$ cat src/rtl/tff_ctrl.sv
// Sequencer for one time flip-flop (ring-oscillator storage) cell: turns a write value
// into a WE pulse of that many cycles and measures the RE-to-out delay on read.
module tff_ctrl #(
  parameter int W           = 4,
  parameter int RD_W        = W + 2,
  parameter int SYNC_STAGES = 2,
  parameter int CLR_CYCLES  = 2,
  parameter int MAX_READ    = 2**(W+2) - 1
) (
  input  logic            clk,
  input  logic            rstb,
  input  logic            wr_valid,
  output logic            wr_ready,
  input  logic [W-1:0]    wr_data,
  input  logic            rd_req,
  output logic            rd_ready,
  output logic            rd_valid,
  output logic [RD_W-1:0] rd_data,
  output logic            rd_err,
  output logic            full,
  output logic            cell_we,
  output logic            cell_re,
  output logic            cell_rstb,
  input  logic            cell_out
);

  typedef enum logic [2:0] {
    S_IDLE  = 3'd0,
    S_CLEAR = 3'd1,
    S_WRITE = 3'd2,
    S_HOLD  = 3'd3,
    S_READ  = 3'd4,
    S_DONE  = 3'd5,
    S_ERR   = 3'd6
  } state_t;

  localparam logic [RD_W-1:0] CNT_ONE  = RD_W'(1);
  localparam logic [RD_W-1:0] CLR_LIM  = RD_W'(CLR_CYCLES);
  localparam logic [RD_W-1:0] MAX_LIM  = RD_W'(MAX_READ);
  localparam logic [RD_W-1:0] SYNC_OFF = RD_W'(SYNC_STAGES);

  state_t            r_state;
  state_t            w_state_nxt;
  logic [RD_W-1:0]   r_cnt;
  logic [RD_W-1:0]   w_cnt_nxt;
  logic [W-1:0]      r_wdata;
  logic [W-1:0]      w_wdata_nxt;
  logic [RD_W-1:0]   r_rd_data;
  logic [RD_W-1:0]   w_rd_data_nxt;
  logic              r_rd_err;
  logic              w_rd_err_nxt;
  logic              r_wr_ready;
  logic              r_rd_ready;
  logic              r_rd_valid;
  logic              r_full;
  logic              r_cell_we;
  logic              r_cell_re;
  logic              r_cell_rstb;
  logic [SYNC_STAGES-1:0] r_sync;
  logic              r_sync_prev;
  logic              w_event;
  logic              w_wr_acc;
  logic              w_rd_acc;

  // cell_out synchroniser plus one extra flop of the last stage for rising-edge detection
  always_ff @(posedge clk or negedge rstb) begin
    if (!rstb) begin
      r_sync      <= {SYNC_STAGES{1'b0}};
      r_sync_prev <= 1'b0;
    end else begin
      r_sync      <= {r_sync[SYNC_STAGES-2:0], cell_out};
      r_sync_prev <= r_sync[SYNC_STAGES-1];
    end
  end

  assign w_event  = r_sync[SYNC_STAGES-1] & ~r_sync_prev;
  assign w_wr_acc = wr_valid & r_wr_ready;
  assign w_rd_acc = rd_req & r_rd_ready;

  // State register and datapath registers
  always_ff @(posedge clk or negedge rstb) begin
    if (!rstb) begin
      r_state   <= S_IDLE;
      r_cnt     <= {RD_W{1'b0}};
      r_wdata   <= {W{1'b0}};
      r_rd_data <= {RD_W{1'b0}};
      r_rd_err  <= 1'b0;
    end else begin
      r_state   <= w_state_nxt;
      r_cnt     <= w_cnt_nxt;
      r_wdata   <= w_wdata_nxt;
      r_rd_data <= w_rd_data_nxt;
      r_rd_err  <= w_rd_err_nxt;
    end
  end

  // Next-state, counter and read-result logic
  always_comb begin
    w_state_nxt   = r_state;
    w_cnt_nxt     = r_cnt;
    w_wdata_nxt   = r_wdata;
    w_rd_data_nxt = r_rd_data;
    w_rd_err_nxt  = r_rd_err;
    case (r_state)
      S_IDLE: begin
        if (w_wr_acc) begin
          w_state_nxt = S_CLEAR;
          w_cnt_nxt   = CNT_ONE;
          w_wdata_nxt = wr_data;
        end else if (w_rd_acc) begin
          w_state_nxt   = S_ERR;
          w_rd_data_nxt = {RD_W{1'b0}};
          w_rd_err_nxt  = 1'b1;
        end else begin
          w_state_nxt = S_IDLE;
        end
      end
      S_CLEAR: begin
        if (r_cnt >= CLR_LIM) begin
          if (r_wdata == {W{1'b0}}) begin
            w_state_nxt = S_HOLD;
          end else begin
            w_state_nxt = S_WRITE;
            w_cnt_nxt   = CNT_ONE;
          end
        end else begin
          w_cnt_nxt = r_cnt + CNT_ONE;
        end
      end
      S_WRITE: begin
        if (r_cnt >= {{(RD_W-W){1'b0}}, r_wdata}) begin
          w_state_nxt = S_HOLD;
        end else begin
          w_cnt_nxt = r_cnt + CNT_ONE;
        end
      end
      S_HOLD: begin
        // A simultaneous read takes priority over an overwrite
        if (w_rd_acc) begin
          w_state_nxt = S_READ;
          w_cnt_nxt   = CNT_ONE;
        end else if (w_wr_acc) begin
          w_state_nxt = S_CLEAR;
          w_cnt_nxt   = CNT_ONE;
          w_wdata_nxt = wr_data;
        end else begin
          w_state_nxt = S_HOLD;
        end
      end
      S_READ: begin
        // The count includes the synchroniser latency, which is removed here
        if (w_event) begin
          w_state_nxt   = S_DONE;
          w_rd_data_nxt = (r_cnt > SYNC_OFF) ? (r_cnt - SYNC_OFF) : {RD_W{1'b0}};
          w_rd_err_nxt  = 1'b0;
        end else if (r_cnt >= MAX_LIM) begin
          w_state_nxt   = S_DONE;
          w_rd_data_nxt = {RD_W{1'b1}};
          w_rd_err_nxt  = 1'b1;
        end else begin
          w_cnt_nxt = r_cnt + CNT_ONE;
        end
      end
      S_DONE: begin
        w_state_nxt = S_IDLE;
      end
      S_ERR: begin
        w_state_nxt = S_IDLE;
      end
      default: begin
        w_state_nxt = S_IDLE;
      end
    endcase
  end

  // Outputs are registered from the next state so they line up with the state they describe
  always_ff @(posedge clk or negedge rstb) begin
    if (!rstb) begin
      r_wr_ready  <= 1'b0;
      r_rd_ready  <= 1'b0;
      r_rd_valid  <= 1'b0;
      r_full      <= 1'b0;
      r_cell_we   <= 1'b0;
      r_cell_re   <= 1'b0;
      r_cell_rstb <= 1'b0;
    end else begin
      r_wr_ready  <= (w_state_nxt == S_IDLE) || (w_state_nxt == S_HOLD);
      r_rd_ready  <= (w_state_nxt == S_IDLE) || (w_state_nxt == S_HOLD);
      r_rd_valid  <= (w_state_nxt == S_DONE) || (w_state_nxt == S_ERR);
      r_full      <= (w_state_nxt == S_HOLD) || (w_state_nxt == S_READ);
      r_cell_we   <= (w_state_nxt == S_WRITE);
      r_cell_re   <= (w_state_nxt == S_READ);
      r_cell_rstb <= (w_state_nxt != S_CLEAR);
    end
  end

  assign wr_ready  = r_wr_ready;
  assign rd_ready  = r_rd_ready;
  assign rd_valid  = r_rd_valid;
  assign rd_data   = r_rd_data;
  assign rd_err    = r_rd_err;
  assign full      = r_full;
  assign cell_we   = r_cell_we;
  assign cell_re   = r_cell_re;
  // Cell reset must follow the system reset without waiting for a clock
  assign cell_rstb = r_cell_rstb & rstb;

endmodule

$ cat config.mk
export PLATFORM = sky130hd
export DESIGN_NAME = tff_ctrl
export DESIGN_NICKNAME = d
export VERILOG_FILES = /design/src/rtl/tff_ctrl.sv
export SDC_FILE = /design/constraint.sdc
export NUM_CORES = 1
export LEC_CHECK = 0
export ABC_CLOCK_PERIOD_IN_PS = 2650
export CAP_MARGIN = 20
export CELL_PAD_IN_SITES_DETAIL_PLACEMENT = 1
export CELL_PAD_IN_SITES_GLOBAL_PLACEMENT = 1
export CORE_ASPECT_RATIO = 0.7
export CORE_MARGIN = 2
export CORE_UTILIZATION = 42
export CTS_CLUSTER_DIAMETER = 100
export CTS_CLUSTER_SIZE = 30
export DETAILED_ROUTE_END_ITERATION = 10
export PLACE_DENSITY_LB_ADDON = 0.1
export RECOVER_POWER = 50
export SLEW_MARGIN = 20
export SYNTH_ARGS = -nofsm -noshare
export SYNTH_HDL_FRONTEND = slang
export SYNTH_SLANG_ARGS = --single-unit
$ cat constraint.sdc
create_clock -name clk -period 2.65 [get_ports clk]
set_clock_uncertainty 0.15 [all_clocks]
set_input_delay 0.6625 -clock clk [delete_from_list [all_inputs] [get_ports clk]]
set_output_delay 0.6625 -clock clk [all_outputs]
set_load 0.1 [all_outputs]
* Word-level counts from Yosys, hierarchy flattened *
Index checks and enable logic that the tools add are counted.

storage, ports and cells
  bits in registers = 29
  bits of input ports = 9
  output and inout port bits = 14
  logic and storage cells = 86

cells by class
  add/subtract/negate cells = 2
  $lt $le $gt $ge = 4
  equality and inequality tests = 18
  mux-type cells = 32
  bitwise logic cells = 5
  reductions and logical operators = 12

operator list
  cell                   number
  $mux W6                12
  $pmux W6 S5            1
  $mux W3                7
  $pmux W3 S5            1
  $eq A3 B2 Y1 const B   4
  $eq A3 B3 Y1 const B   4
  $ne A2 B2 Y1 const B   6
  $pmux W6 S2            1
  $mux W4                2
  $pmux W4 S2            1
  $add A6 B1 Y6 const B  1
  $ge A6 B2 Y1 const B   1
  $ge A6 B4 Y1           1
  $ge A6 B6 Y1 const B   1
  $gt A6 B2 Y1 const B   1
  $logic_not A3 Y1       2
  $ne A3 B3 Y1 const B   2
  $sub A6 B2 Y6 const B  1
  $mux W1                5
  $reduce_and A5 Y1      1
  $reduce_bool A5 Y1     1
  $and A1 B1 Y1          4
  $logic_not A4 Y1       1
  $reduce_and A4 Y1      1
  8 further kinds        11

* Longest topological paths before layout *
  depth after elaboration = 6
  mapped depth = 8
  mapped depth without buffers = 8

* Worst setup path before layout *
OpenSTA, ideal clock, no wires.

  kind = reg-to-reg
  from = reg r_rd_ready, in the netlist rd_ready
  to = reg r_rd_data[0], in the netlist rd_data[0]
  setup time = 0.126 ns
  data arrival time = 2.159 ns
  required time = 2.374 ns
  setup slack = 0.215 ns
  cell stages (with the launch flop) = 7
  buffers on the path = 0
  clock period less this slack = 2.435 ns
  cells stage by stage = dfrtp_1 > and3b_1 > o21ai_0 > a31o_4 > inv_4 > a22oi_4 > mux2_2

between the ends
  longest elaborated chain between the ends = 3
  elaborated cells between the ends (all ways) = 5
  those cells by class = eq/ne: 2; bitwise: 2; reduce/logical: 1

ends and longest elaborated chain
  what                                     line  RTL
  from (decl)                              53    logic r_rd_ready;
  from (signal assigned)                   188   r_rd_ready <= (w_state_nxt == S_IDLE) || (w_state_nxt == S_HOLD);
  $and A1 B1 Y1, on equally long branches  -
  $ne A2 B2 Y1 (no source line)            -
  $reduce_and A4 Y1 (no source line) *     -
  to (signal assigned)                     86    r_rd_data <= {RD_W{1'b0}};
  to (signal assigned)                     92    r_rd_data <= w_rd_data_nxt;
  to (decl)                                48    logic [RD_W-1:0] r_rd_data;

Every way passes the cells marked *; elsewhere a longest branch is shown, timed or not.
A chain may end at the register's enable or synchronous reset.

* Worst setup path after layout *
  from = in rstb
  to = out cell_rstb

between the ends
  longest elaborated chain between the ends = 1

ends and longest elaborated chain
  what           line  RTL
  from (decl)    11    input logic rstb,
  $and A1 B1 Y1  206   assign cell_rstb = r_cell_rstb & rstb;
  to (decl)      23    output logic cell_rstb,

Every way passes these cells.

==> impl_metrics.tcl <==
set metrics [dict create \
    die_y_um 57.8 \
    yosysWarnings 0 \
    netlist_area_sq_um 1740 \
    clock-root-buffer "clkbuf_8" \
    fin_ws_ns 0.217 \
    max_freq_mhz 411 \
    synth-async-reset-ratio_pct 100 \
    clock_latency_ns 0.28 \
    cts_resized 0 \
    ios 23 \
    cts_buffer_depth 2 \
    grt_pass1_wl_um 7580 \
    synthCells 175 \
    cts_tree "done" \
    postCtsSetupBuffers 0 \
    diodes 0 \
    avgRoutedWirePerCell_um 17.1 \
    drt_first_pass_iters 4 \
    crit_type "input pin to primary output" \
    start_util_pct 44.0 \
    clk_pin_slew_ns 0.06 \
    post_route_cells_drive_above_1_share_pct 24.8 \
    pre_cts_slack_ns -0.0289 \
    viasPerCell 5.59 \
    cts_num_sinks 29 \
    antenna_found_initial 0 \
    nFillCells 472 \
    syn_nets 192 \
    worst_pin_slew_ns 1.17 \
    ant_nets 0 \
    ys_seq_area_share_pct 41.8 \
    yosys-top-cells-area "dfrtp_1 (42%), mux2_2 (5.8%), ha_1 (5.8%)" \
    synthToLayoutAreaGrowth_pct 24.7 \
    cp.required_ns 1.84 \
    core-area_sq_um 3950 \
    avgSynthCellArea_sq_um 9.92 \
    finalCritPeriodShare_pct 91.8 \
    grt_max_degree 30 \
    fin_setup_tns_ns 0 \
    hold_viol 0 \
    cts_inserted_buffers 5 \
    synthFlopType "dfrtp_1" \
    layout.nets 230 \
    synth.distinct_cells 45 \
    yosysTopAreaCell "dfrtp_1" \
    finalSetupViolCount 0 \
    grtUsageTotal_pct 21.8 \
    synth.ff_latch_count 29 \
    overflow 0 \
    final_common_cell "dfrtp_1" \
    finalCoreUtilization_pct 54.8 \
    dieArea_sq_um 4670 \
    maxCapViolCount 0 \
    synth_top_area_share_pct 41.8 \
    slew_violations 0 \
    cts-htree-levels 2 \
    dp.final_hpwl_um 3410 \
    multi_input_area_sq_um 916 \
    gp_congestion 0.880 \
    cp_max_fo 2 \
    whs_ns 0.218 \
    worstHoldPathType "register to register" \
    end_kind "primary output" \
    relSlewSlack_pct 22.2 \
    layout.cells.most_common_list "dfrtp_1 (29), buf_4 (25), nand2_1 (16), nor2_1 (12), inv_1 (11)" \
    numPortBuffers 22 \
    cts_hold_buffers 0 \
    fin_crit_ns 2.43 \
    start_kind "input pin" \
    grt_pass1_vias 1531 \
    status "completed" \
    synth_edf_count 0 \
    drt_iter0_drc 71 \
    rsz0062_at_grt "false" \
    core.rowCount 19 \
    drc 0 \
    die_w_um 80.8 \
    crit_arrival_ns 1.62 \
    regArea_sq_um 726 \
    wirelength_um 4560 \
    vias 1488 \
]
-- state kept, by name (all words and copies together) (netlist names) --
name and flops:
cell_re 1, cell_we 1, full 1, r_cell_rstb 1, r_cnt 6, r_state 3, r_sync 2, r_sync_prev 1
r_wdata 4, rd_data 6, rd_err 1, rd_ready 1, rd_valid 1
-- worst max-delay path, stage by stage --
cell	delay, ns
dlygate4sd3_1	0.59
and2_1	0.19
buf_12	0.18
-- cell usage after synthesis, types with 3 or more instances --
| cell type | n |
|---|---|
| mux2i_1 | 3 |
| inv_1 | 11 |
| ha_1 | 8 |
| o2bb2ai_1 | 4 |
| nor2_1 | 12 |
| nor3_1 | 3 |
| nor3b_1 | 3 |
| buf_2 | 4 |
| dfrtp_1 | 29 |
| a41oi_1 | 5 |
| and2_1 | 6 |
| o21ai_0 | 7 |
| nor2b_1 | 5 |
| nand3_1 | 5 |
| a21oi_1 | 8 |
| mux2_2 | 9 |
| nand2_1 | 16 |
-- stage by stage --
stage / instances / cell area, sq um
floorplan: 175 / 1740
CTS: 266 / 2180
global placement: 258 / 2080
finish: 266 / 2160
detailed placement: 258 / 2080
global route: 266 / 2160
-- routing by layer --
metal	track usage (%)	vias up	wire length, um
li1	-	711	-
met1	29.2	742	2160
met2	36.5	30	2210
met3	4.67	5	166
met4	5.08	0	25
met5	0	-	0
-- logic make-up after synthesis --
kind of cell	share of synthesized area, %
buffers and inverters	5.41
flip-flops	41.8
adder cells (fa/ha/maj)	5.77
AO/OA/AOI/OAI	20.3
multiplexers	7.57
AND/OR/NAND/NOR	18.1
XOR/XNOR	1.01
-- cell type report --
cell class,instances,area share [%]
clock inverter,1,0.231
inverter,12,2.20
clock buffer,7,4.45
sequential,29,33.5
tap,52,3.01
multi-input combinational,126,42.3
timing repair buffer,39,14.2
-- worst paths after layout --
path / startpoint / cells after the start / slack, ns / endpoint
setup / recovery: rstb / 3 / 0.22 / cell_rstb
hold / removal: r_sync[0] / 0 / 0.22 / r_sync[1]
setup reg to reg: r_cnt[1] / 7 / 0.24 / rd_data[0]
hold reg to reg: r_sync[0] / 0 / 0.22 / r_sync[1]
max in group asynchronous: rstb / 2 / 0.96 / rd_valid
min in group asynchronous: rstb / 2 / 0.92 / r_state[2]
Power is not shown: default switching activity piles up to over one toggle a cycle in this logic, so the estimate is an artifact.
